## src/rtl/mem_pipe_reg_pkg.sv

```systemverilog
// Shared types and default widths for the memory pipeline stage register.
package mem_pipe_reg_pkg;

  localparam int PAYLOAD_WD_DEF = 160;
  localparam int RDATA_WD_DEF   = 32;
  localparam int STALL_WD_DEF   = 6;
  localparam int STAGE_IDX_DEF  = 4;

  typedef enum logic {
    PASS = 1'b0,
    HOLD = 1'b1
  } hold_state_e;

endpackage

```

## src/rtl/mem_pipe_reg_rdata_hold.sv

```systemverilog
// Keeps SRAM read data stable while the downstream stage is stalled.
module rdata_hold
  import mem_pipe_reg_pkg::*;
#(
  parameter int RDATA_WD = RDATA_WD_DEF
) (
  input  logic                clk,
  input  logic                rst_n,
  input  logic                hold_req,
  input  logic                valid,
  input  logic                flush,
  input  logic [RDATA_WD-1:0] sram_rdata,
  output logic [RDATA_WD-1:0] rdata
);

  hold_state_e       state_q;
  hold_state_e       state_d;
  logic              capture;
  logic [RDATA_WD-1:0] hold_q;

  // A flushed instruction is dead, so there is nothing worth holding for it.
  always_comb begin
    state_d = state_q;
    capture = 1'b0;
    unique case (state_q)
      PASS: begin
        if (hold_req && valid && !flush) begin
          state_d = HOLD;
          capture = 1'b1;
        end
      end
      HOLD: begin
        if (!hold_req || flush) begin
          state_d = PASS;
        end
      end
    endcase
  end

  always_ff @(posedge clk) begin
    if (!rst_n) begin
      state_q <= PASS;
      hold_q  <= '0;
    end else begin
      state_q <= state_d;
      if (capture) begin
        hold_q <= sram_rdata;
      end
    end
  end

  assign rdata = (state_q == HOLD) ? hold_q : sram_rdata;

endmodule

```

## src/rtl/mem_pipe_reg.sv

```systemverilog
// Execute-to-memory stage register with read-data hold.
// Optional perf counters: define MEM_PIPE_PERF_EN.
module mem_pipe_reg
  import mem_pipe_reg_pkg::*;
#(
  parameter int PAYLOAD_WD = PAYLOAD_WD_DEF,
  parameter int RDATA_WD   = RDATA_WD_DEF,
  parameter int STALL_WD   = STALL_WD_DEF,
  parameter int STAGE_IDX  = STAGE_IDX_DEF
) (
  input  logic                           clk,
  input  logic                           rst_n,
  input  logic [STALL_WD-1:0]            stall,
  input  logic                           flush,
  input  logic [PAYLOAD_WD-1:0]          in_payload,
  input  logic                           in_valid,
  input  logic [RDATA_WD-1:0]            sram_rdata,
  output logic [PAYLOAD_WD+RDATA_WD-1:0] out_bus,
  output logic                           out_valid
`ifdef MEM_PIPE_PERF_EN
  ,
  output logic [31:0]                    perf_stall_cnt,
  output logic [31:0]                    perf_bubble_cnt
`endif
);

  logic                  stall_cur;
  logic                  stall_nxt;
  logic                  unused_stall;
  logic [PAYLOAD_WD-1:0] payload_q;
  logic                  valid_q;
  logic [RDATA_WD-1:0]   rdata_eff;

  assign stall_cur    = stall[STAGE_IDX];
  assign stall_nxt    = stall[STAGE_IDX+1];
  assign unused_stall = ^stall;

  // Downstream stall freezes us even if our own bit is clear.
  always_ff @(posedge clk) begin
    if (!rst_n) begin
      payload_q <= '0;
      valid_q   <= 1'b0;
    end else if (flush) begin
      payload_q <= '0;
      valid_q   <= 1'b0;
    end else if (stall_nxt) begin
      payload_q <= payload_q;
      valid_q   <= valid_q;
    end else if (stall_cur) begin
      payload_q <= '0;
      valid_q   <= 1'b0;
    end else begin
      payload_q <= in_payload;
      valid_q   <= in_valid;
    end
  end

  rdata_hold #(
    .RDATA_WD(RDATA_WD)
  ) u_hold (
    .clk       (clk),
    .rst_n     (rst_n),
    .hold_req  (stall_nxt),
    .valid     (valid_q),
    .flush     (flush),
    .sram_rdata(sram_rdata),
    .rdata     (rdata_eff)
  );

  assign out_bus   = {payload_q, rdata_eff};
  assign out_valid = valid_q;

`ifdef MEM_PIPE_PERF_EN
  logic bubble;

  assign bubble = stall_cur && !stall_nxt && !flush;

  always_ff @(posedge clk) begin
    if (!rst_n) begin
      perf_stall_cnt  <= '0;
      perf_bubble_cnt <= '0;
    end else begin
      if (stall_cur && (perf_stall_cnt != 32'hFFFF_FFFF)) begin
        perf_stall_cnt <= perf_stall_cnt + 32'd1;
      end
      if (bubble && (perf_bubble_cnt != 32'hFFFF_FFFF)) begin
        perf_bubble_cnt <= perf_bubble_cnt + 32'd1;
      end
    end
  end
`endif

endmodule

```

## config.mk

```make
export PLATFORM = sky130hd
export DESIGN_NAME = mem_pipe_reg
export DESIGN_NICKNAME = d
export VERILOG_FILES = /design/src/rtl/mem_pipe_reg_pkg.sv /design/src/rtl/mem_pipe_reg_rdata_hold.sv /design/src/rtl/mem_pipe_reg.sv
export SDC_FILE = /design/constraint.sdc
export NUM_CORES = 1
export LEC_CHECK = 0
export CAP_MARGIN = 20
export CORE_AREA = 5 5 152 154
export CTS_BUF_LIST = sky130_fd_sc_hd__clkbuf_8 sky130_fd_sc_hd__clkbuf_16
export DETAILED_ROUTE_END_ITERATION = 7
export DIE_AREA = 0 0 157 159
export PLACE_DENSITY = 0.88
export SYNTH_ARGS = -nofsm -noshare
export SYNTH_HDL_FRONTEND = slang
export SYNTH_HIERARCHICAL = 1
export SYNTH_SLANG_ARGS = --single-unit
```

## constraint.sdc

```tcl
create_clock -name clk -period 1.6 [get_ports clk]
set_clock_uncertainty 0.1 [all_clocks]
set_input_delay 0.32 -clock clk [delete_from_list [all_inputs] [get_ports clk]]
set_output_delay 0.32 -clock clk [all_outputs]
set_load 0.005 [all_outputs]
```

==> summary.md <==
| Metric | Value |
|---|---|
| Max-slew violation count | `0` |
| Nets | `1484` |
| Htree depth | `4` |
| Routed WL per cell | `17.2 um` |
| Final worst path period need | `1.98 ns` |
| Initial antenna violation count | `0` |
| Mean Syn Cell Area | `9.18 um^2` |
| Synthesized-area fraction occupied by and/or/nand/nor cells | `0.279` |
| CTS tree | `built` |
| Failing checks | `setup timing` |
| Vias in the first global route | `7838` |
| Share of cells above drive strength 1 | `0.142` |
| Clock Root Buffer | `clkbuf_16` |
| Cell-internal power | `8.04 mW` |
| Hold_ws | `0.169 ns` |
| DRT Wirelength | `27000 um` |
| Reg2reg path depth | `7` |
| R2R Setup Slk | `-0.20 ns` |
| Gate power share | `0.133` |
| Sequential share of the synthesized area | `0.472` |
| Die height | `159 um` |
| Final worst setup slack | `-0.383 ns` |
| Max clock buf depth | `2` |
| Endpoints failing setup | `64` |
| Core Area | `0.0216 mm^2` |
| # rows | `54` |
| DRC Markers | `0` |
| Power consumption | `10.7 mW` |
| WHS Endpoint | `out_valid$_SDFFE_PP0N_` |
| Placer Congestion | `0.820` |
| CP arrival | `1.56 ns` |
| Fin. Hold Viols | `0` |
| Overall die width | `157 um` |
| Crit end category | `output pin` |
| Reg2reg end | `u_hold/hold_q[30]$_SDFFE_PN0P_` |
| Commonest cells after routing, fill and taps aside | `nand2_1 (225), clkdlybuf4s50_1 (194), dfxtp_1 (177)` |
| Skew-Pair Late Insertion Delay | `0.41 ns` |
| Router iterations before antenna repair | `5` |
| Critical Path Fanout Max | `4` |
| Largest family of logic cells by synthesized area | `simple AND/OR/NAND/NOR gates` |
| CTS buffer count | `17` |
| Post-route ant nets | `0` |
| Final Core Density | `0.616` |
| Pin count of the biggest net entering global routing | `56` |
| Leakage | `5.56 nW` |
| Via density per instance | `4.93` |
| Hold depth | `3` |
| CP required | `1.18 ns` |
| XOR/XNOR Fraction of Synth Area | `0` |
| Starting density of the core | `0.382` |
| I/O Buffers | `390` |
| Pre-CTS setup slack | `-0.318 ns` |
| Io pins | `395` |
| P&R area growth vs syn | `61.4%` |
| Worst Setup Start Kind | `register` |
| Post-synthesis mux area share | `0.0828` |
| Peak supply drop | `0.637 mV` |
| Tightest Pin Transition | `0.360 ns` |
| Ys Warns | `6` |
| RSZ-0062 raised after global routing | `true` |
| PD cells | `806 mW/mm^2` |
| Synth Cell Area | `0.00822 mm^2` |
| Sw power | `2.65 mW` |
| Max Clock Freq | `504 MHz` |
| Hold_sp | `stall[5]` |
| Dpl hpwl | `19400 um` |
| Clock Sinks | `194` |
| Slew Limit Headroom | `0.760` |
| Status | `finished, violations left` |
| Synth Instances | `896` |
| Global Route Usage Sum | `0.207` |
| Switching share of power | `0.248` |
| Commonest non-fill, non-tap cell in the layout | `nand2_1` |
| Grt ovf | `0` |
| Clk slew on worst S/H paths | `0.07 ns` |
| Compound-Gate Fraction of Synth Area | `0.0986` |
| Clock share of power | `0.404` |
| WS Path Type | `register to output pin` |
| N_diodes | `0` |
| Vias | `7769` |
| Min-Delay Path Class | `primary input to register` |
| Starting DRC count in detailed routing | `339` |
| Synth Register Bits | `194` |
| Crit share post-route | `1.24` |
| Synth Area in Adders | `0` |
| Number of max-cap violations | `0` |
| Post-synth net total | `1098` |
| DIE AREA | `0.0250 mm^2` |
| Seq pwr share | `0.463` |
| First-pass GRT wire length | `41700 um` |
| Reg-to-reg critical path startpoint | `u_hold/state_q$_SDFF_PN0_` |
| Synth cell types | `16` |
worst max path at each step:
stage,start,endpoint,slack (ns),depth (start not counted)
5_1_grt,u_hold/state_q$_SDFF_PN0_,out_bus[19],-0.44,5
3_3_place_gp,sram_rdata[31],out_bus[31],-0.32,3
4_1_cts,u_hold/state_q$_SDFF_PN0_,out_bus[10],-0.41,5
2_1_floorplan,u_hold/state_q$_SDFF_PN0_,out_bus[10],0.20,3
6_report,u_hold/state_q$_SDFF_PN0_,out_bus[17],-0.38,5
3_5_place_dp,sram_rdata[31],out_bus[31],-0.32,3
worst max-delay path, cell delays in order, from the launching register on:
cell and delay (ns):
dfxtp_4 0.37, buf_6 0.13, buf_12 0.12, buf_4 0.13, mux2_4 0.30, buf_6 0.12
routing by layer:
metal  GRT usage  vias to the layer above  wire, um
li1            -                     3837         -
met1       0.232                     3620     10500
met2       0.369                      268     13700
met3      0.0666                       44      2080
met4      0.0655                        0       758
met5           0                        -         0
flip-flops by register name, summed over array words and instances (netlist names):
name / count
out_valid: 1
payload_q: 160
u_hold/state_q: 1
u_hold/hold_q: 32
synth_stat cells, drive strengths merged:
| master | count | share of area |
|---|---|---|
| nor4bb | 1 | 0.0030 |
| nand2 | 225 | 0.10 |
| mux2i | 32 | 0.039 |
| clkbuf | 29 | 0.013 |
| or3b | 161 | 0.17 |
| buf | 58 | 0.054 |
| o21ai | 1 | 0.00061 |
| nor3b | 1 | 0.00091 |
| a21oi | 161 | 0.098 |
| dfxtp | 194 | 0.47 |
| nand2b | 1 | 0.00076 |
| mux2 | 32 | 0.044 |
area by class of cell:
class / instances / area, um^2
multi-input cells: 615 / 3880
well taps: 280 / 350
repair buffers: 454 / 4540
clock inverters: 15 / 173
flip-flops and latches: 194 / 3910
fillers: 1779 / 8280
clock buffers: 17 / 425
power by group through the flow:
| stage | Sequential [mW] | Combinational [mW] | Clock (mW) |
|---|---|---|---|
| after floorplan | 5.07 | 0.535 | 0 |
| after global placement | 5.06 | 1.42 | 0 |
| after detailed placement | 5.07 | 1.45 | 0 |
| after CTS | 4.95 | 1.42 | 4.43 |
| after global routing | 4.96 | 1.53 | 4.63 |
| final | 4.95 | 1.42 | 4.32 |
stage by stage:
stage | instance area [um^2] | setup TNS, ns | instances
floorplan | 8220 | 0 | 896
global placement | 12500 | -24.21 | 1522
detailed placement | 12500 | -23.90 | 1522
CTS | 13300 | -20.23 | 1576
global route | 13300 | -17.54 | 1575
finish | 13300 | -12.61 | 1575
kinds of logic (layout without fill, tap and decap cells):
| family | count (synthesis) | in the layout |
|---|---|---|
| buffers and inverters | 87 | 486 |
| AND/OR/NAND/NOR | 389 | 389 |
| multiplexers | 64 | 64 |
| AO/OA/AOI/OAI | 162 | 162 |
| flip-flops | 194 | 194 |
repair_timing:
item	in CTS	in global routing
endpoints found under the setup margin	225	64
endpoints found under the hold margin	0	0
pin swaps	0	1
hold buffers	0	0
gates cloned	5	1
buffers inserted	17	3
gates resized for setup	346	12
No activity file was read; power rests on OpenSTA's default activity.
